<file path="src/rtl/token_pkg.sv">
// Shared encodings, widths and default screen geometry for the token move renderer.
package token_pkg;

  localparam int X_W          = 9;
  localparam int Y_W          = 8;
  localparam int BG_ADDR_W    = 17;
  localparam int DEF_SCREEN_W = 320;
  localparam int DEF_SCREEN_H = 240;

  localparam logic [1:0] MODE_MOVE  = 2'd0;
  localparam logic [1:0] MODE_ERASE = 2'd1;
  localparam logic [1:0] MODE_DRAW  = 2'd2;

  typedef enum logic [2:0] {
    IDLE,
    ERASE,
    ERASE_FLUSH,
    DRAW,
    DONE
  } state_t;

endpackage

</file>
<file path="src/rtl/token_move_renderer_footprint_scan.sv">
// Raster counter over an SZ x SZ footprint: i runs fastest, j advances on i wrap.
module footprint_scan #(
  parameter int SZ = 4,
  parameter int CW = 2
) (
  input  logic          clk,
  input  logic          resetn,
  input  logic          start,
  input  logic          en,
  output logic [CW-1:0] i,
  output logic [CW-1:0] j,
  output logic          last
);

  localparam logic [CW-1:0] MAX = CW'(SZ - 1);

  logic [CW-1:0] i_q, i_d;
  logic [CW-1:0] j_q, j_d;

  always_comb begin
    i_d = i_q;
    j_d = j_q;
    if (start) begin
      i_d = '0;
      j_d = '0;
    end else if (en) begin
      if (i_q == MAX) begin
        i_d = '0;
        j_d = (j_q == MAX) ? '0 : j_q + 1'b1;
      end else begin
        i_d = i_q + 1'b1;
      end
    end
  end

  always_ff @(posedge clk) begin
    if (!resetn) begin
      i_q <= '0;
      j_q <= '0;
    end else begin
      i_q <= i_d;
      j_q <= j_d;
    end
  end

  assign i    = i_q;
  assign j    = j_q;
  assign last = (i_q == MAX) && (j_q == MAX);

endmodule

</file>
<file path="src/rtl/token_move_renderer.sv">
// Erases a token footprint from the background ROM and redraws it in the player colour.
// Optional TOKEN_ROUND_CORNER_EN skips the four footprint corners in both phases.
module token_move_renderer
  import token_pkg::*;
#(
  parameter int NUM_PLAYERS = 4,
  parameter int PID_W       = (NUM_PLAYERS > 1) ? $clog2(NUM_PLAYERS) : 1,
  parameter int SZ          = 4,
  parameter int SCREEN_W    = DEF_SCREEN_W,
  parameter int SCREEN_H    = DEF_SCREEN_H,
  parameter int C_W         = 12,
  parameter logic [NUM_PLAYERS*C_W-1:0] PLAYER_COLORS = {12'hFF0, 12'h00F, 12'h0F0, 12'hF00}
) (
  input  logic                 clk,
  input  logic                 resetn,
  input  logic                 req,
  output logic                 ready,
  input  logic [1:0]           mode,
  input  logic [PID_W-1:0]     pid,
  input  logic [X_W-1:0]       old_x,
  input  logic [Y_W-1:0]       old_y,
  input  logic [X_W-1:0]       new_x,
  input  logic [Y_W-1:0]       new_y,
  output logic [BG_ADDR_W-1:0] bg_addr,
  input  logic [C_W-1:0]       bg_data,
  output logic [X_W-1:0]       x,
  output logic [Y_W-1:0]       y,
  output logic [C_W-1:0]       c,
  output logic                 plot,
  output logic                 done
);

  localparam int CW = (SZ > 1) ? $clog2(SZ) : 1;

  state_t           state_q, state_d;
  logic [PID_W-1:0] pid_q, pid_d;
  logic [1:0]       mode_q, mode_d;
  logic [X_W-1:0]   ox_q, ox_d, nx_q, nx_d, ex_q, ex_d;
  logic [Y_W-1:0]   oy_q, oy_d, ny_q, ny_d, ey_q, ey_d;
  logic             ep_q, ep_d;

  logic [CW-1:0]    i, j;
  logic             scan_start, scan_en, scan_last;
  logic [X_W-1:0]   base_x;
  logic [Y_W-1:0]   base_y;
  logic [X_W:0]     px;
  logic [Y_W:0]     py;
  logic             in_range, skip, pix_on;
  logic [BG_ADDR_W-1:0] addr;
  logic [C_W-1:0]   player_c;

  footprint_scan #(.SZ(SZ), .CW(CW)) u_scan (
    .clk   (clk),
    .resetn(resetn),
    .start (scan_start),
    .en    (scan_en),
    .i     (i),
    .j     (j),
    .last  (scan_last)
  );

`ifdef TOKEN_ROUND_CORNER_EN
  assign skip = ((i == '0) || (i == CW'(SZ - 1))) && ((j == '0) || (j == CW'(SZ - 1)));
`else
  assign skip = 1'b0;
`endif

  always_comb begin
    state_d    = state_q;
    pid_d      = pid_q;
    mode_d     = mode_q;
    ox_d       = ox_q;
    oy_d       = oy_q;
    nx_d       = nx_q;
    ny_d       = ny_q;
    scan_start = 1'b0;
    scan_en    = 1'b0;
    case (state_q)
      IDLE: begin
        if (req) begin
          pid_d      = pid;
          mode_d     = mode;
          ox_d       = old_x;
          oy_d       = old_y;
          nx_d       = new_x;
          ny_d       = new_y;
          scan_start = 1'b1;
          case (mode)
            MODE_MOVE, MODE_ERASE: state_d = ERASE;
            MODE_DRAW:             state_d = DRAW;
            default:               state_d = ERASE;
          endcase
        end
      end
      ERASE: begin
        scan_en = 1'b1;
        if (scan_last) state_d = ERASE_FLUSH;
      end
      ERASE_FLUSH: begin
        scan_start = 1'b1;
        state_d    = (mode_q == MODE_ERASE) ? DONE : DRAW;
      end
      DRAW: begin
        scan_en = 1'b1;
        if (scan_last) state_d = DONE;
      end
      DONE:    state_d = IDLE;
      default: state_d = IDLE;
    endcase
  end

  // Sums are one bit wider than the ports so off-screen pixels are detected, not wrapped.
  always_comb begin
    base_x   = (state_q == DRAW) ? nx_q : ox_q;
    base_y   = (state_q == DRAW) ? ny_q : oy_q;
    px       = {1'b0, base_x} + (X_W+1)'(i);
    py       = {1'b0, base_y} + (Y_W+1)'(j);
    in_range = (px < (X_W+1)'(SCREEN_W)) && (py < (Y_W+1)'(SCREEN_H));
    pix_on   = in_range && !skip;
    addr     = BG_ADDR_W'(py) * BG_ADDR_W'(SCREEN_W) + BG_ADDR_W'(px);
    ex_d     = px[X_W-1:0];
    ey_d     = py[Y_W-1:0];
    ep_d     = (state_q == ERASE) && pix_on;
    bg_addr  = ((state_q == ERASE) && in_range) ? addr : '0;
  end

  always_comb begin
    player_c = '0;
    for (int p = 0; p < NUM_PLAYERS; p++) begin
      if (pid_q == PID_W'(p)) player_c = PLAYER_COLORS[p*C_W +: C_W];
    end
  end

  // Erase plots come one cycle after their ROM address; draw plots are immediate.
  always_comb begin
    ready = (state_q == IDLE);
    done  = (state_q == DONE);
    x     = '0;
    y     = '0;
    c     = '0;
    plot  = 1'b0;
    if (ep_q) begin
      x    = ex_q;
      y    = ey_q;
      c    = bg_data;
      plot = 1'b1;
    end else if (state_q == DRAW) begin
      x    = px[X_W-1:0];
      y    = py[Y_W-1:0];
      c    = player_c;
      plot = pix_on;
    end
  end

  always_ff @(posedge clk) begin
    if (!resetn) begin
      state_q <= IDLE;
      pid_q   <= '0;
      mode_q  <= '0;
      ox_q    <= '0;
      oy_q    <= '0;
      nx_q    <= '0;
      ny_q    <= '0;
      ex_q    <= '0;
      ey_q    <= '0;
      ep_q    <= 1'b0;
    end else begin
      state_q <= state_d;
      pid_q   <= pid_d;
      mode_q  <= mode_d;
      ox_q    <= ox_d;
      oy_q    <= oy_d;
      nx_q    <= nx_d;
      ny_q    <= ny_d;
      ex_q    <= ex_d;
      ey_q    <= ey_d;
      ep_q    <= ep_d;
    end
  end

endmodule

</file>
<file path="config.mk">
export PLATFORM = sky130hd
export DESIGN_NAME = token_move_renderer
export DESIGN_NICKNAME = d
export VERILOG_FILES = /design/src/rtl/token_pkg.sv /design/src/rtl/token_move_renderer_footprint_scan.sv /design/src/rtl/token_move_renderer.sv
export SDC_FILE = /design/constraint.sdc
export NUM_CORES = 1
export LEC_CHECK = 0
export BUFFER_PORTS_ARGS = -buffer_cell sky130_fd_sc_hd__buf_2
export CORE_MARGIN = 10
export CORE_UTILIZATION = 45
export DETAILED_ROUTE_END_ITERATION = 10
export PLACE_DENSITY = 0.69
export SLEW_MARGIN = 10
export SYNTH_ARGS = -nofsm -noshare
export SYNTH_HDL_FRONTEND = slang
export SYNTH_HIERARCHICAL = 1
export SYNTH_SLANG_ARGS = --single-unit
</file>
<file path="constraint.sdc">
create_clock -name clk -period 6.7 [get_ports clk]
set_clock_uncertainty 0.15 [all_clocks]
set_input_delay 0 -clock clk [delete_from_list [all_inputs] [get_ports clk]]
set_output_delay 0 -clock clk [all_outputs]
set_load 0.02 [all_outputs]
</file>
# Word level (Yosys, flattened, before mapping)
# Index checks and enable logic that the tools add are counted.
[totals] output_inout_bits=49 wordCells=71 mem_count=0 latchBits=0 input_bits=53 ramBits=0 romBits=0 ff_bits=63
[op_classes] magnitude_cmp=2 n_shift=0 n_eq_ne=14 div=0 multipliers=1 add_sub_neg=5 reduce_logical=10 bitwise_logic=1 muxes=26
[ops] op="$mux W12" n=6
[ops] op="$mux W9" n=3
[ops] op="$mux W8" n=3
[ops] op="$add A17 B10 Y17" n=1
[ops] op="$mux W17" n=1
[ops] op="$mux W3" n=4
[ops] op="$pmux W3 S4" n=1
[ops] op="$mul A9 B3 Y11 const B" n=1
[ops] op="$add A9 B2 Y10" n=1
[ops] op="$eq A2 B2 Y1 const B" n=5
[ops] op="$lt A10 B9 Y1 const B" n=1
[ops] op="$add A8 B2 Y9" n=1
[ops] op="$lt A9 B8 Y1 const B" n=1
[ops] op="$eq A3 B2 Y1 const B" n=2
[ops] op="$mux W2" n=3
[ops] op="$ne A2 B2 Y1 const B" n=3
[ops] op="$add A2 B1 Y2 const B" n=2
[ops] op="$eq A2 B1 Y1 const B" n=2
[ops] op="$mux W1" n=4
[ops] op="$reduce_and A2 Y1" n=2
[ops] op="$reduce_or A2 Y1" n=2
[ops] op="$eq A3 B1 Y1 const B" n=1
[ops] op="$eq A3 B3 Y1 const B" n=1
[ops] op="$logic_and A1 B1 Y1" n=3
[ops] op="5 further kinds" n=5

# Logic depth before layout (Yosys ltp)
[logic_depth] ltp_word=7 mapped_depth=22 mapped_depth_nobuf=19

# Modules after synthesis
# Netlist, hierarchy kept.
[modules_own_cells] module="token_move_renderer" cells_each=513 area_per_inst_um2=3870.0 n_inst=1 seq_area_each_um2=1181.1
[modules_own_cells] module="footprint_scan" cells_each=19 area_per_inst_um2=201.4 n_inst=1 seq_area_each_um2=80.1

# Worst setup path after synthesis
# Ideal clock, no wire load.
[synth_path] path_type="reg2out" start="reg state_q[2]" end="out bg_addr[16]" required_ns=6.550 arrival_ns=5.140 path_stages_with_launch=23 path_slack_ns=1.410 n_path_buf=3 path_cell_list="dfxtp_1 -> nand3b_4 -> buf_12 -> buf_2 -> clkbuf_1 -> nand2_1 -> nand2_1 -> ha_1 -> inv_1 -> fa_1 -> nor2b_1 -> nand2_1 -> xor2_1 -> mux2i_1 -> ha_1 -> fa_1 -> a21o_1 -> a21oi_1 -> o21bai_1 -> a21oi_1 -> xnor3_1 -> or4_1 -> a21oi_1"
[synth_between] elab_chain_cells=7 word_cells_on_any_way=13 cone_classes="3 x add/sub; 1 x mul; 2 x order compare; 2 x eq/ne; 3 x mux; 2 x reduce/logical"
[synth_rtl] element="start, declared" line="token_move_renderer.sv:35" rtl="state_t state_q, state_d;"
[synth_rtl] element="start signal, assigned" line="token_move_renderer.sv:168" rtl="state_q <= state_d;"
[synth_rtl] element="$eq A3 B2 Y1 (*)" line="token_move_renderer.sv:115" rtl="base_y = (state_q == DRAW) ? ny_q : oy_q;"
[synth_rtl] element="$mux W8 (*)" line="token_move_renderer.sv:115"
[synth_rtl] element="$add A8 B2 Y9 (*)" line="token_move_renderer.sv:117" rtl="py = {1'b0, base_y} + (Y_W+1)'(j);"
[synth_rtl] element="via py[4]" line="token_move_renderer.sv:47" rtl="logic [Y_W:0] py;"
[synth_rtl] element="branches (longest 3 deep; another with $add A17 B10 Y17)"
[synth_rtl] element="$mux W17 (*)" line="token_move_renderer.sv:124" rtl="bg_addr = ((state_q == ERASE) && in_range) ? addr : '0;"
[synth_rtl] element="end, declared" line="token_move_renderer.sv:24" rtl="output logic [BG_ADDR_W-1:0] bg_addr,"
# Mark *: on every way through the listed nets, which the timed path passes.

# Worst setup path in the final report
[layout_path] start="reg state_q[0]" end="out bg_addr[16]"
# The elaborated chain is that of the path after synthesis.

==> impl_metrics.csv <==
group,metric,value,unit
cells_and_area,insertedDiodeCount,0,
placed_design,dp_cells,715,
timing,fin_hold_ws,92.55,ps
cells_and_area,stdcell_area,0.005239,sq mm
drt,wl_met1,5250,um
die,num_io_pins,102,
drt,wl_met2,5173,um
global_routing,grt_pass1_vias,3913,
global_routing,grt_max_degree,49,
logic_synthesis,yosys.area_share.simple,0.2643,
power_and_ir_drop,power.leakage,2.524,nW
placed_design,placed_area,0.004601,sq mm
die,die_area,0.01325,sq mm
setup_path,arrival,5720,ps
global_routing,grt_overflow_total,0,
cells_and_area,final_core_util,0.5978,
power_and_ir_drop,peakVddDrop,151.2,uV
timing,slew_headroom,0.2107,
setup_path,r2r_start,"state_q[0]$_SDFFE_PN0P_",
placed_design,hpwl,8612,um
cells_and_area,drive_gt1_frac,0.2012,
cells_and_area,layoutNonFillerInstCount,769,
logic_synthesis,synth_fa_ha_area_frac,0.09588,
placed_design,port_buffers,101,
setup_path,slowest_stage,"dfxtp_1",
setup_path,crit_fanout,18,
worst_hold_path,holdCritStartpoint,"req",
logic_synthesis,synthCells,532,
cts,htree_num_levels,3,
drt,post_drt_via_cell_ratio,5.278,
drt,drtIter0Drc,259,
cts,clk_path_buf_depth,2,
logic_synthesis,synth_nets,613,
die,fp.dieW,115.1,um
global_routing,grt_pass1_wl,18910,um
setup_path,critPathBufInv,3,
global_routing,antenna_found_initial,0,
timing,report.final.slew_viol_count,0,
flow_run,maxCapViolations,0,
drt,routed_wl,11590,um
logic_synthesis,seq_area_frac_synth,0.3098,
cts,cts_tree,"yes",
cts,cts_sinks,63,
cts,cts_post_setup_buffers_inserted,0,
setup_path,cp-start-kind,"register",
logic_synthesis,synth.avg_cell_area,7.653,sq um
timing,setup_slack,832.3,ps
die,dieHeight,115.1,um
die,start_util,0.4646,
timing,hold_viol,0,
logic_synthesis,synth_top_family_by_area,"simple AND/OR/NAND/NOR gates",
timing,tns,0,ps
global_routing,grt.total_usage,0.1726,
setup_path,crit_required,6550,ps
logic_synthesis,synth_compound_area_frac,0.1632,
cells_and_area,syn_to_final_growth,28.67,%
logic_synthesis,yosysWarnings,6,
logic_synthesis,synth_ff_type,"dfxtp_1",
timing,finalSetupViolations,0,
setup_path,crit_chain,"and3b_1, buf_4, nand2_1, nand2_1, ha_1, inv_1, fa_1, nor2b_1, nand2_1, xor2_1, mux2i_1, ha_1, fa_1, a21o_1, a21oi_1, o21bai_1, a21oi_1, xnor3_1, or4_1, a21oi_1, buf_2",
die,fp.coreArea,0.008763,sq mm
drt,ant_nets,0,
run_status,status,"complete, no violations",
logic_synthesis,synth_xor_area_frac,0.07191,
logic_synthesis,synth_mux_area_frac,0.04364,
die,rows,34,
timing,finalCritPeriodShare,0.8758,
drt,routed-wl-met3,1032,um
cts,clock_latency,340,ps
timing,min_period,5868,ps
logic_synthesis,ys_seq_elements,63,
setup_path,endpoint_kind,"primary output",
logic_synthesis,yosysUniqueCellTypes,59,
logic_synthesis,async_reset_ff_frac,0,
timing,worstMarginPinSlew,1184,ps
logic_synthesis,syn_area,0.004071,sq mm
drt,routedWlPerCell,15.08,um
logic_synthesis,synth_enable_flop_cells,0,
cts,cts-root-buf,"clkbuf_8",
placed_design,post-place-ws,1319,ps
setup_path,worstSetupStartpoint,"state_q[0]$_SDFFE_PN0P_",
drt,vias,4059,
timing,fmax,170.4,MHz
cts,clk_pin_slew,70,ps
drt,highest_layer,"met4",
timing,rsz0062_at_grt,"no",
cells_and_area,nets,738,
power_and_ir_drop,power.total,1.065,mW
worst_hold_path,hold_path.class,"in2reg",
power_and_ir_drop,power_density,203.2,mW/mm^2
cts,numCtsBuffers,9,
setup_path,max_stage_delay,560,ps
placed_design,routabilityCongestion,0.9200,
drt,drt_pass1_iterations,5,
setup_path,worstSetupPathType,"reg2out",
setup_path,crit_family,"adder cells",
drt,drc,0,
-- cell usage in the layout (no fill, tap or decap), types with 16 or more instances in the layout --
cell type      Yosys  routed
nand2_1          133     132
buf_2              1     101
dfxtp_1           63      63
a21oi_1           54      54
nor2_1            41      41
dlygate4sd3_1      0      39
ha_1              24      24
inv_1             19      19
xnor2_1           16      16
-- cells in the mapped netlist (2+ instances only) --
library cell / number / area [sq um]
clkbuf_1: 25 / 93.84
o21bai_1: 3 / 22.52
nand2_1: 133 / 499.2
a22o_1: 5 / 43.79
fa_1: 4 / 80.08
nor3b_1: 3 / 22.52
xor2_1: 13 / 113.9
buf_4: 2 / 15.01
nand3b_1: 2 / 15.01
nor2b_1: 6 / 37.54
nor2_1: 41 / 153.9
a21oi_1: 54 / 270.3
dfxtp_1: 63 / 1261
o21ai_0: 12 / 60.06
o31ai_1: 6 / 45.04
a21o_1: 13 / 97.59
xnor2_1: 16 / 140.1
a211oi_1: 2 / 15.01
mux2_2: 5 / 56.30
ha_1: 24 / 300.3
nand2b_1: 2 / 12.51
o2111ai_1: 2 / 17.52
mux2i_1: 7 / 70.07
a21bo_2: 2 / 20.02
and3_1: 3 / 18.77
nor3_1: 9 / 45.04
and2_1: 11 / 68.82
nand3_1: 10 / 50.05
nand4_1: 6 / 37.54
inv_1: 19 / 71.32
-- layer usage --
metal  up-vias  track usage
li1       2049            -
met1      1843       0.2150
met2       149       0.2815
met3        18      0.04948
met4         0      0.05363
met5         -            0
-- area by class of cell --
| cell class | instances | area (sq um) |
|---|---|---|
| clock buffers | 12 | 155.1 |
| clock inverters | 3 | 90.09 |
| fillers | 803 | 3525 |
| inverters | 20 | 75.07 |
| multi-input cells | 420 | 2604 |
| flip-flops and latches | 63 | 1261 |
| well taps | 108 | 135.1 |
| repair buffers | 143 | 918.4 |
-- tightest hold or removal path: stages --
cell and delay (ps):
buf_2 120, nor2_1 160, a311oi_1 90, o21a_1 170
-- registers in the layout, indices dropped and copies added (netlist names) --
register,flops
ex_q,9
nx_q,9
u_scan/i,2
ep_q,1
ey_q,8
mode_q,2
oy_q,8
ny_q,8
ox_q,9
state_q,3
u_scan/j,2
pid_q,2
-- cell families (layout without fill, tap and decap cells) --
| family | Yosys count | after routing |
|---|---|---|
| AO/OA/AOI/OAI | 108 | 108 |
| XOR/XNOR | 31 | 31 |
| adder cells (fa/ha/maj) | 29 | 29 |
| buffers and inverters | 49 | 178 |
| flip-flops | 63 | 63 |
| multiplexers | 15 | 15 |
| AND/OR/NAND/NOR | 237 | 237 |
-- power by group --
part           internal, mW  switching (mW)  leakage, nW  total [mW]
registers             0.400          0.0271        0.515       0.427
logic                0.0943           0.132         1.89       0.226
clock network         0.266           0.146        0.123       0.412
-- final timing paths --
| kind | slack, ps | to | depth (start not counted) |
|---|---|---|---|
| worst min register to register | 310 | mode_q[1]$_SDFFE_PN0P_ | 2 |
| worst max register to register | 2980 | ep_q$_SDFF_PN0_ | 14 |
| worst min-delay path | 90 | state_q[0]$_SDFFE_PN0P_ | 4 |
| worst max-delay path | 830 | bg_addr[16] | 21 |
-- repair_timing --
| action | CTS | global route |
|---|---|---|
| hold buffers | 39 | 0 |
| endpoints found under the hold margin | 51 | 0 |
| resized for setup | 0 | 0 |
(Power assumes the default switching activity.)
